File: src/rtl/inverse_interpolate_pkg.sv
// Shared definitions for the inverse-interpolation block: default width,
// FSM encoding and the derived datapath widths.
package inverse_interpolate_pkg;

  localparam int W_DEF = 10;

  typedef enum logic [2:0] {
    S_IDLE,
    S_DIFF,
    S_MUL,
    S_DIV,
    S_FIX
  } state_t;

  // Difference width (W+1) and product/quotient width (2W+1).
  function automatic int wp1(input int w);
    return w + 1;
  endfunction

  function automatic int w2p1(input int w);
    return 2 * w + 1;
  endfunction

endpackage

File: src/rtl/inverse_interpolate_if.sv
// Request/result bundle for inverse_interpolate.
interface inverse_interpolate_if
  import inverse_interpolate_pkg::*;
#(
  parameter int W = W_DEF
);
  logic         start;
  logic [W-1:0] y;
  logic [W-1:0] x0;
  logic [W-1:0] y0;
  logic [W-1:0] x1;
  logic [W-1:0] y1;
  logic         busy;
  logic         done;
  logic [W-1:0] x;
  logic         err;
  logic         sat;

  modport master (output start, y, x0, y0, x1, y1,
                  input  busy, done, x, err, sat);
  modport slave  (input  start, y, x0, y0, x1, y1,
                  output busy, done, x, err, sat);
endinterface

File: src/rtl/seq_divider.sv
// Restoring unsigned divider, one quotient bit per clock, NW cycles per
// operation; remainder is kept internally and not exported.
module seq_divider #(
  parameter int NW = 21,
  parameter int DW = 11
) (
  input  logic          clk,
  input  logic          rst,
  input  logic          start_i,
  input  logic [NW-1:0] dividend_i,
  input  logic [DW-1:0] divisor_i,
  output logic          busy_o,
  output logic          done_o,
  output logic [NW-1:0] quotient_o
);
  localparam int CW = $clog2(NW + 1);

  logic          busy_q, busy_d;
  logic [CW-1:0] cnt_q, cnt_d;
  logic [NW-1:0] quo_q, quo_d;
  logic [DW-1:0] rem_q, rem_d;
  logic [DW-1:0] dvs_q, dvs_d;
  logic [DW:0]   rem_sh;
  logic [DW-1:0] trial;
  logic          fits;

  assign rem_sh = {rem_q, quo_q[NW-1]};
  assign fits   = rem_sh >= {1'b0, dvs_q};
  // Result is below 2^DW whenever fits is set, so the modulo subtract is exact.
  assign trial  = rem_sh[DW-1:0] - dvs_q;

  always_comb begin
    busy_d = busy_q;
    cnt_d  = cnt_q;
    quo_d  = quo_q;
    rem_d  = rem_q;
    dvs_d  = dvs_q;
    if (start_i && !busy_q) begin
      busy_d = 1'b1;
      cnt_d  = CW'(NW);
      quo_d  = dividend_i;
      rem_d  = '0;
      dvs_d  = divisor_i;
    end else if (busy_q) begin
      quo_d = {quo_q[NW-2:0], fits};
      rem_d = fits ? trial : rem_sh[DW-1:0];
      cnt_d = cnt_q - CW'(1);
      if (cnt_q == CW'(1)) busy_d = 1'b0;
    end
  end

  always_ff @(posedge clk or posedge rst) begin
    if (rst) begin
      busy_q <= 1'b0;
      cnt_q  <= '0;
      quo_q  <= '0;
      rem_q  <= '0;
      dvs_q  <= '0;
    end else begin
      busy_q <= busy_d;
      cnt_q  <= cnt_d;
      quo_q  <= quo_d;
      rem_q  <= rem_d;
      dvs_q  <= dvs_d;
    end
  end

  assign busy_o     = busy_q;
  assign done_o     = busy_q && (cnt_q == CW'(1));
  assign quotient_o = quo_q;

endmodule

File: src/rtl/inverse_interpolate.sv
// Inverse linear interpolation x = x0 + (y-y0)*(x1-x0)/(y1-y0), sequential
// multiply-then-divide with clamping to the unsigned W-bit range.
//   state  | meaning
//   IDLE   | wait for start, latch operands
//   DIFF   | form dy, dx, den; den==0 short-circuits to FIX
//   MUL    | p = dy*dx
//   DIV    | |p| / |den| in seq_divider
//   FIX    | sign, add x0, clamp, pulse done
module inverse_interpolate
  import inverse_interpolate_pkg::*;
#(
  parameter int W = W_DEF
) (
  input logic                 clk,
  input logic                 rst,
  inverse_interpolate_if.slave bus
);
  localparam int WD = wp1(W);
  localparam int WM = w2p1(W);
  localparam int WQ = WM + 2;

  state_t               state_q, state_d;
  logic [W-1:0]         y_q, y_d, x0_q, x0_d, y0_q, y0_d, x1_q, x1_d, y1_q, y1_d;
  logic signed [WD-1:0] dy_q, dy_d, dx_q, dx_d, den_q, den_d;
  logic signed [WM-1:0] p_q, p_d;
  logic                 neg_q, neg_d, zero_q, zero_d;
  logic [W-1:0]         x_q, x_d;
  logic                 err_q, err_d, sat_q, sat_d, done_q, done_d;

  logic signed [WD-1:0] dy_c, dx_c, den_c;
  logic signed [WM:0]   prod_c;
  logic [WM-1:0]        abs_p;
  logic [WD-1:0]        abs_den;
  logic signed [WQ-1:0] q_mag, q_c, sum_c;
  logic                 div_start, div_busy, div_done;
  logic [WM-1:0]        div_quo;

  assign dy_c    = $signed({1'b0, y_q})  - $signed({1'b0, y0_q});
  assign dx_c    = $signed({1'b0, x1_q}) - $signed({1'b0, x0_q});
  assign den_c   = $signed({1'b0, y1_q}) - $signed({1'b0, y0_q});
  assign prod_c  = dy_q * dx_q;
  assign abs_p   = p_q[WM-1]   ? $unsigned(-p_q)   : $unsigned(p_q);
  assign abs_den = den_q[WD-1] ? $unsigned(-den_q) : $unsigned(den_q);
  assign q_mag   = $signed({2'b00, div_quo});
  assign q_c     = neg_q ? -q_mag : q_mag;
  assign sum_c   = q_c + $signed({{(WQ-W){1'b0}}, x0_q});

  seq_divider #(.NW(WM), .DW(WD)) u_div (
    .clk        (clk),
    .rst        (rst),
    .start_i    (div_start),
    .dividend_i (abs_p),
    .divisor_i  (abs_den),
    .busy_o     (div_busy),
    .done_o     (div_done),
    .quotient_o (div_quo)
  );

  always_comb begin
    state_d   = state_q;
    y_d       = y_q;
    x0_d      = x0_q;
    y0_d      = y0_q;
    x1_d      = x1_q;
    y1_d      = y1_q;
    dy_d      = dy_q;
    dx_d      = dx_q;
    den_d     = den_q;
    p_d       = p_q;
    neg_d     = neg_q;
    zero_d    = zero_q;
    x_d       = x_q;
    err_d     = err_q;
    sat_d     = sat_q;
    done_d    = 1'b0;
    div_start = 1'b0;
    case (state_q)
      S_IDLE: begin
        // The done cycle is still IDLE; a start there must not launch.
        if (bus.start && !done_q) begin
          y_d     = bus.y;
          x0_d    = bus.x0;
          y0_d    = bus.y0;
          x1_d    = bus.x1;
          y1_d    = bus.y1;
          state_d = S_DIFF;
        end
      end
      S_DIFF: begin
        dy_d    = dy_c;
        dx_d    = dx_c;
        den_d   = den_c;
        zero_d  = (den_c == '0);
        state_d = (den_c == '0) ? S_FIX : S_MUL;
      end
      S_MUL: begin
        p_d     = prod_c[WM-1:0];
        neg_d   = prod_c[WM-1] ^ den_q[WD-1];
        state_d = S_DIV;
      end
      S_DIV: begin
        div_start = !div_busy;
        if (div_done) state_d = S_FIX;
      end
      S_FIX: begin
        done_d  = 1'b1;
        state_d = S_IDLE;
        err_d   = 1'b0;
        sat_d   = 1'b0;
        if (zero_q) begin
          x_d   = x0_q;
          err_d = 1'b1;
        end else if (sum_c[WQ-1]) begin
          x_d   = '0;
          sat_d = 1'b1;
        end else if (|sum_c[WQ-2:W]) begin
          x_d   = '1;
          sat_d = 1'b1;
        end else begin
          x_d   = sum_c[W-1:0];
        end
      end
      default: state_d = S_IDLE;
    endcase
  end

  always_ff @(posedge clk or posedge rst) begin
    if (rst) begin
      state_q <= S_IDLE;
      y_q     <= '0;
      x0_q    <= '0;
      y0_q    <= '0;
      x1_q    <= '0;
      y1_q    <= '0;
      dy_q    <= '0;
      dx_q    <= '0;
      den_q   <= '0;
      p_q     <= '0;
      neg_q   <= 1'b0;
      zero_q  <= 1'b0;
      x_q     <= '0;
      err_q   <= 1'b0;
      sat_q   <= 1'b0;
      done_q  <= 1'b0;
    end else begin
      state_q <= state_d;
      y_q     <= y_d;
      x0_q    <= x0_d;
      y0_q    <= y0_d;
      x1_q    <= x1_d;
      y1_q    <= y1_d;
      dy_q    <= dy_d;
      dx_q    <= dx_d;
      den_q   <= den_d;
      p_q     <= p_d;
      neg_q   <= neg_d;
      zero_q  <= zero_d;
      x_q     <= x_d;
      err_q   <= err_d;
      sat_q   <= sat_d;
      done_q  <= done_d;
    end
  end

  assign bus.busy = (state_q != S_IDLE) || done_q;
  assign bus.done = done_q;
  assign bus.x    = x_q;
  assign bus.err  = err_q;
  assign bus.sat  = sat_q;

endmodule
File: src/flat_wrapper.sv
// flat-port wrapper written by rule: the top's interface ports become plain ports
module inverse_interpolate_flat import inverse_interpolate_pkg::*;
#(
  parameter int W = W_DEF
)
  (clk, rst, bus_start, bus_y, bus_x0, bus_y0, bus_x1, bus_y1, bus_busy, bus_done, bus_x, bus_err, bus_sat);
  inverse_interpolate_if #(.W(W)) bus_i ();
  input logic clk;
  input logic rst;
  input wire logic [$bits(bus_i.start)-1:0] bus_start;
  input wire logic [$bits(bus_i.y)-1:0] bus_y;
  input wire logic [$bits(bus_i.x0)-1:0] bus_x0;
  input wire logic [$bits(bus_i.y0)-1:0] bus_y0;
  input wire logic [$bits(bus_i.x1)-1:0] bus_x1;
  input wire logic [$bits(bus_i.y1)-1:0] bus_y1;
  output wire logic [$bits(bus_i.busy)-1:0] bus_busy;
  output wire logic [$bits(bus_i.done)-1:0] bus_done;
  output wire logic [$bits(bus_i.x)-1:0] bus_x;
  output wire logic [$bits(bus_i.err)-1:0] bus_err;
  output wire logic [$bits(bus_i.sat)-1:0] bus_sat;
  assign bus_i.start = bus_start;
  assign bus_i.y = bus_y;
  assign bus_i.x0 = bus_x0;
  assign bus_i.y0 = bus_y0;
  assign bus_i.x1 = bus_x1;
  assign bus_i.y1 = bus_y1;
  assign bus_busy = bus_i.busy;
  assign bus_done = bus_i.done;
  assign bus_x = bus_i.x;
  assign bus_err = bus_i.err;
  assign bus_sat = bus_i.sat;
  inverse_interpolate #(.W(W)) u_core (.clk(clk), .rst(rst), .bus(bus_i));
endmodule
File: config.mk
export PLATFORM = sky130hd
export DESIGN_NAME = inverse_interpolate_flat
export DESIGN_NICKNAME = d
export VERILOG_FILES = /design/src/rtl/inverse_interpolate_pkg.sv /design/src/rtl/inverse_interpolate_if.sv /design/src/rtl/seq_divider.sv /design/src/rtl/inverse_interpolate.sv /design/src/flat_wrapper.sv
export SDC_FILE = /design/constraint.sdc
export NUM_CORES = 1
export LEC_CHECK = 0
export ABC_AREA = 1
export ABC_CLOCK_PERIOD_IN_PS = 5500
export CAP_MARGIN = 20
export CORE_ASPECT_RATIO = 1.75
export CORE_MARGIN = 2
export CORE_UTILIZATION = 57
export DETAILED_ROUTE_END_ITERATION = 10
export HOLD_SLACK_MARGIN = 0.12
export PLACE_DENSITY = 0.79
export SLEW_MARGIN = 20
export SYNTH_ARGS = -nofsm -noshare
export SYNTH_HDL_FRONTEND = slang
export SYNTH_SLANG_ARGS = --single-unit
File: constraint.sdc
create_clock -name clk -period 5.5 [get_ports clk]
set_input_delay 1.1 -clock clk [delete_from_list [all_inputs] [get_ports clk]]
set_output_delay 1.1 -clock clk [all_outputs]
set_load 0.005 [all_outputs]
# Word level (Yosys, flattened, before mapping)
# Cells that the tools add are included.
# word_totals
reg_bits,171
in_bits,53
output_inout_bits,14
elab_cells,79
# op_classes
n_addsub,9
mul,1
order_cmp,1
n_eq_ne,7
mux,26
bitwise,1
n_reduce_logical,13
# ops
op,count
$mux W21,3
$mux W11,4
$sub A10 B10 Y11,3
$mux W10,3
$add A23 B11 Y23,1
$mux W23,1
$neg A21 Y23,1
$mul A11 B11 Y21,1
$neg A21 Y21,1
$ge A12 B11 Y1,1
$pmux W3 S4,1
$reduce_or A12 Y1,1
$logic_not A11 Y1,1
$neg A11 Y11,1
$sub A11 B11 Y11,1
$mux W5,2
$mux W1,9
$mux W3,3
$eq A3 B2 Y1 const B,2
$eq A5 B1 Y1 const B,1
$sub A5 B1 Y5 const B,1
$ne A2 B1 Y1 const B,2
$reduce_and A2 Y1,2
$eq A3 B1 Y1 const B,1
other kinds (8),11

# Depth between registers and ports, before layout
# Gate-level depths: netlist of the first run.
# depth
word_depth,7
ltp_mapped,27
mapped_depth_nobuf,26

# Hierarchy
# Synthesis of the first run repeated with hierarchy kept, for this count alone.
# hier_totals
hier_cells,2045
area_unflattened_um2,15791.4
# modules_own_cells
mod,n_inst,cells_each,area_each_um2
inverse_interpolate,1,1665,12823.5
seq_divider,1,380,2967.8

# Worst setup path before layout of the first run
# OpenSTA, ideal clock, no wires.
# synth_timing
path_kind,register to register
start,register u_core.dy_q[10]
end,register u_core.p_q[18]
arrival_time_ns,4.976
t_required_ns,5.359
slack_ns,0.384
path_stages_with_launch,22
path_buffers,1
synth_period_minus_slack_ns,5.116
cell_sequence,dfrtp_1 -> clkbuf_1 -> nand2_1 -> inv_1 -> fa_1 -> inv_1 -> fa_1 -> inv_1 -> fa_1 -> fa_1 -> inv_1 -> fa_1 -> inv_1 -> ha_1 -> nand2_1 -> nor2_1 -> a211oi_1 -> nand3_1 -> a21o_1 -> or2_2 -> nand3_1 -> o21ai_0
# synth_via
elab_chain_cells,1
# synth_rtl
item,line_no,text
start: declaration,inverse_interpolate.sv:24,"logic signed [WD-1:0] dy_q, dy_d, dx_q, dx_d, den_q, den_d;"
start signal: assignment,inverse_interpolate.sv:152,dy_q <= dy_d;
$mul A11 B11 Y21,inverse_interpolate.sv:41,assign prod_c = dy_q * dx_q;
end signal: assignment,inverse_interpolate.sv:155,p_q <= p_d;
end: declaration,inverse_interpolate.sv:25,"logic signed [WM-1:0] p_q, p_d;"
# Every way passes these cells.
# A chain may end at the register's enable or synchronous reset.

# Worst setup path in the final report of the first run
# layout_timing
start,register u_core.dy_q[9]
end,register u_core.p_q[19]
# Same word-level chain as after synthesis.

==> results.md, run 1 <==
- Run status: completed
- Depth of the worst hold-timing path: 2
- Routed via count: 12.8k
- Clk Tree Root Cell: clkbuf_16
- Setup slack of the worst register-to-register path: 320 ps
- Per-instance average area after synthesis: 7.74 µm²
- Pins Over Slew Limit: 0
- Total of buffers placed on input and output ports: 66
- Final global-route overflow total: 0
- Clock period minus worst slack: 5180 ps
- Highest fanout seen on the critical path: 12
- Number of cells on the critical path: 20
- Number of clock sinks: 171
- Flip-flop cell with the highest count after synthesis: dfrtp_1
- Buffer levels on the longest clock path: 2
- Path depth of the worst reg2reg path: 20
- Die width: 128 µm
- Final count of negative-setup-slack endpoints: 0
- Worst EP required: 5810 ps
- Cell row count: slightly below 80
- Global-route wire length before repair: 64400 µm
- Max transition margin: 0.411
- Synthesized net count: 2244
- Aggregate global-route resource usage: 0.293
- WL final: approximately 39000 µm
- H-Tree Level Count: 4
- Post-synthesis instance total: 1972
- Ratio of cells with drive above 1 in the final layout: 0.0734
- Final net count: 2290
- Arrival time worst endpoint: about 5500 ps
- Number of register bits inferred by synthesis: 171
- Capturing element type of the critical path: flip-flop
- Core Box Area: 26500 µm²
- Layout Area Growth over Synthesis: 10.8%
- Antenna violations before repair: 0
- Number of nets with antenna violations after detailed routing: 0
- Post-Route Setup TNS: 0 ps
- Highest Clock Rate: just under 200 MHz
- Worst hold path type: reg2reg
- Measured slew at the worst slew-check pin: 878 ps
- Count of routing violations after the opening detailed-route iteration: 740
- Per-cell routed wire length: 16.7 µm
- WHS: approximately 480 ps
- Biggest cell delay along the critical path: 680 ps
- Clock slew at the register clock pins of the worst setup and hold paths: 70 ps
- Via count of the first global-routing pass: 13.3k
- Final worst-path cycle share: 0.942
- Die footprint: 28100 µm²
- Setup Crit Path Kind: reg2reg
- Post-Synthesis Cell Area: 15300 µm²
- Unique masters post-synth: 46
- Setup repair after global routing missed its margin: false
- Count of warnings emitted by yosys: 0
- Dpl cell area: between 15000 and 20000 µm²
- Share of the yosys chip area belonging to registers: 0.281
- R2r startpoint: u_core.dy_q[9]$_DFFE_PP0N_
- Cell repeated most along the worst path: fa_1
- Final design utilization: 0.638
- Crit Reg-Reg Endpoint: u_core.p_q[19]$_DFFE_PP0N_
- Number of enable flip-flop cells after synthesis: 0
- Later-pin clock latency in the skew report: 460 ps
- Die H: 220 µm
- Clock Skew: 12.0 ps
- Number of violations of the max-capacitance limit: 0
- Clock buffer count from CTS: 17
- Initial standard-cell utilization of the core: 0.576
- Most common library cell in the layout ignoring fill and taps: nand2_1
- Synth async-reset ratio: 1.00
- Max stage delay cell, worst path: dfrtp_1
- Worst path cell trace: nand2_1 > fa_1 > inv_1 > fa_1 > fa_1 > fa_1 > inv_1 > fa_1 > inv_1 > ha_1 > nand2_1 > nor3_2 > nand3_1 > o2111ai_1 > nand2_1 > inv_1 > nand2_1 > o21ai_0 > xnor2_1 > o21ai_0
- Hold violation count in the final report: 0
- Vias per Instance: roughly 5.4
- Top Family by Delay on Critical Path: adder cells
- Post-route DRC violation count: 0
- Final RePlAce weighted congestion: 0.919
- Count of boundary I/O pins: 67
- Placed wire-length estimate after detailed placement: 31600 µm
- Maximum number of pins on one net before global-route repair: 120
- Count of buffer and inverter cells on the critical path: 4
- Most used cells in the layout excluding fill and tap cells: 467 x nand2_1, 379 x inv_1, 159 x dfrtp_1
- Final cell area excluding filler cells: 16900 µm²
- Number of fillers in the final layout: 2260
- First-pass DRT Iterations: 5
- Startpoint types: flip-flop
- TritonCTS clock tree: built
- End of the critical path: u_core.p_q[19]$_DFFE_PP0N_
- Origin of the worst setup path: u_core.dy_q[9]$_DFFE_PP0N_
[tightest hold or removal path: stages (launching register included)]
cell     delay [ps]
dfrtp_1         350
nand2_1          50
nand2_1          50
[cell usage after synthesis, types with 12 or more instances]
| cell type | number | area share |
|---|---|---|
| nand2_1 | 468 | 0.12 |
| inv_1 | 380 | 0.094 |
| dfrtp_1 | 171 | 0.28 |
| o21ai_0 | 127 | 0.042 |
| nor2_1 | 126 | 0.031 |
| fa_1 | 118 | 0.15 |
| ha_1 | 101 | 0.083 |
| a21oi_1 | 89 | 0.029 |
| nand3_1 | 82 | 0.027 |
| xor2_1 | 52 | 0.030 |
| clkbuf_1 | 49 | 0.012 |
| mux2_2 | 26 | 0.019 |
| nor3_1 | 24 | 0.0079 |
| xnor2_1 | 20 | 0.011 |
| o211ai_1 | 19 | 0.0094 |
| nand2_2 | 12 | 0.0049 |
| or2_2 | 12 | 0.0049 |
[state kept, by name (all words and copies together), names as in the netlist, 11 cells and up]
signal	flops
u_core.u_div.dvs_q	11
u_core.u_div.quotient_o	21
u_core.dy_q	11
u_core.dx_q	11
u_core.p_q	21
u_core.u_div.rem_q	11
u_core.den_q	11
[per-stage QoR]
step | setup WS, ps | std cells
3_5_place_dp | 172 | 2320
4_1_cts | 89.9 | 2352
2_1_floorplan | 384 | 1972
5_1_grt | 22.2 | 2355
3_3_place_gp | 264 | 2320
6_report | 317 | 2356
[routing by layer]
| metal | vias to the layer above | share of wire | GRT usage |
|---|---|---|---|
| met1 | 6138 | 0.36 | 0.308 |
| met5 | - | 0 | 0 |
| li1 | 6217 | - | - |
| met4 | 0 | 0.057 | 0.162 |
| met3 | 113 | 0.030 | 0.0459 |
| met2 | 321 | 0.55 | 0.551 |
[logic make-up after synthesis]
kind of cell / count (synthesis) / synth area share
AOI/OAI and AO/OA: 274 / 0.0992
xor gates and xnor gates: 72 / 0.0413
adders and majority gates: 219 / 0.238
buffers and inverters: 446 / 0.111
DFF: 171 / 0.281
and+or+nand+nor: 764 / 0.211
muxes: 26 / 0.0192
[worst min path at each step]
| stage | end | slack, ps | from |
|---|---|---|---|
| after global routing | u_core.y_q[6]$_DFFE_PP0P_ | 520 | u_core.y_q[6]$_DFFE_PP0P_ |
| after floorplan | u_core.p_q[13]$_DFFE_PP0N_ | 450 | u_core.p_q[13]$_DFFE_PP0N_ |
| final | u_core.bus.err$_DFFE_PP0P_ | 480 | u_core.bus.err$_DFFE_PP0P_ |
| after detailed placement | u_core.bus.err$_DFFE_PP0P_ | 470 | u_core.bus.err$_DFFE_PP0P_ |
| after CTS | u_core.p_q[13]$_DFFE_PP0N_ | 490 | u_core.p_q[13]$_DFFE_PP0N_ |
| after global placement | u_core.bus.err$_DFFE_PP0P_ | 470 | u_core.bus.err$_DFFE_PP0P_ |
[cell type report]
type                            instances  area (µm²)  share of cell area
Antenna cell                            1        2.50            0.000148
Clock buffer                           20         467              0.0276
Multi-Input combinational cell       1355        9330               0.552
Sequential cell                       171        4290               0.254
Inverter                              387        1460              0.0862
Tap cell                              324         405              0.0240
Timing Repair Buffer                   86         823              0.0487
Clock inverter                         12         128             0.00755
[repair_timing]
| item | CTS | global route |
|---|---|---|
| hold buffers | 0 | 0 |
| setup buffers | 0 | 3 |
| setup endpoints to repair | 0 | 5 |
| resized for setup | 0 | 21 |
| hold endpoints to repair | 0 | 0 |
Power of run 1 is left out: the tool's default activity adds up to more than one toggle a clock period on the data nets, which glitch-free logic cannot reach.
==> run 2: changes to the inputs <==
--- a/config.mk
+++ b/config.mk
@@ -7,7 +7,6 @@
 export LEC_CHECK = 0
 export ABC_AREA = 1
 export ABC_CLOCK_PERIOD_IN_PS = 5500
-export CAP_MARGIN = 20
 export CORE_ASPECT_RATIO = 1.75
 export CORE_MARGIN = 2
 export CORE_UTILIZATION = 57
==> results of run 2 <==
Final layout, timing and power as in run 1 (identical DEF).
Power of run 2 is left out for the same reason.
==> run 3: changes to the inputs <==
--- a/config.mk
+++ b/config.mk
@@ -17,3 +17,4 @@
 export SYNTH_ARGS = -nofsm -noshare
 export SYNTH_HDL_FRONTEND = slang
 export SYNTH_SLANG_ARGS = --single-unit
+export TNS_END_PERCENT = 5
==> results of run 3 <==
Final layout, timing and power as in run 1 (identical DEF).
Power of run 3 is left out for the same reason.
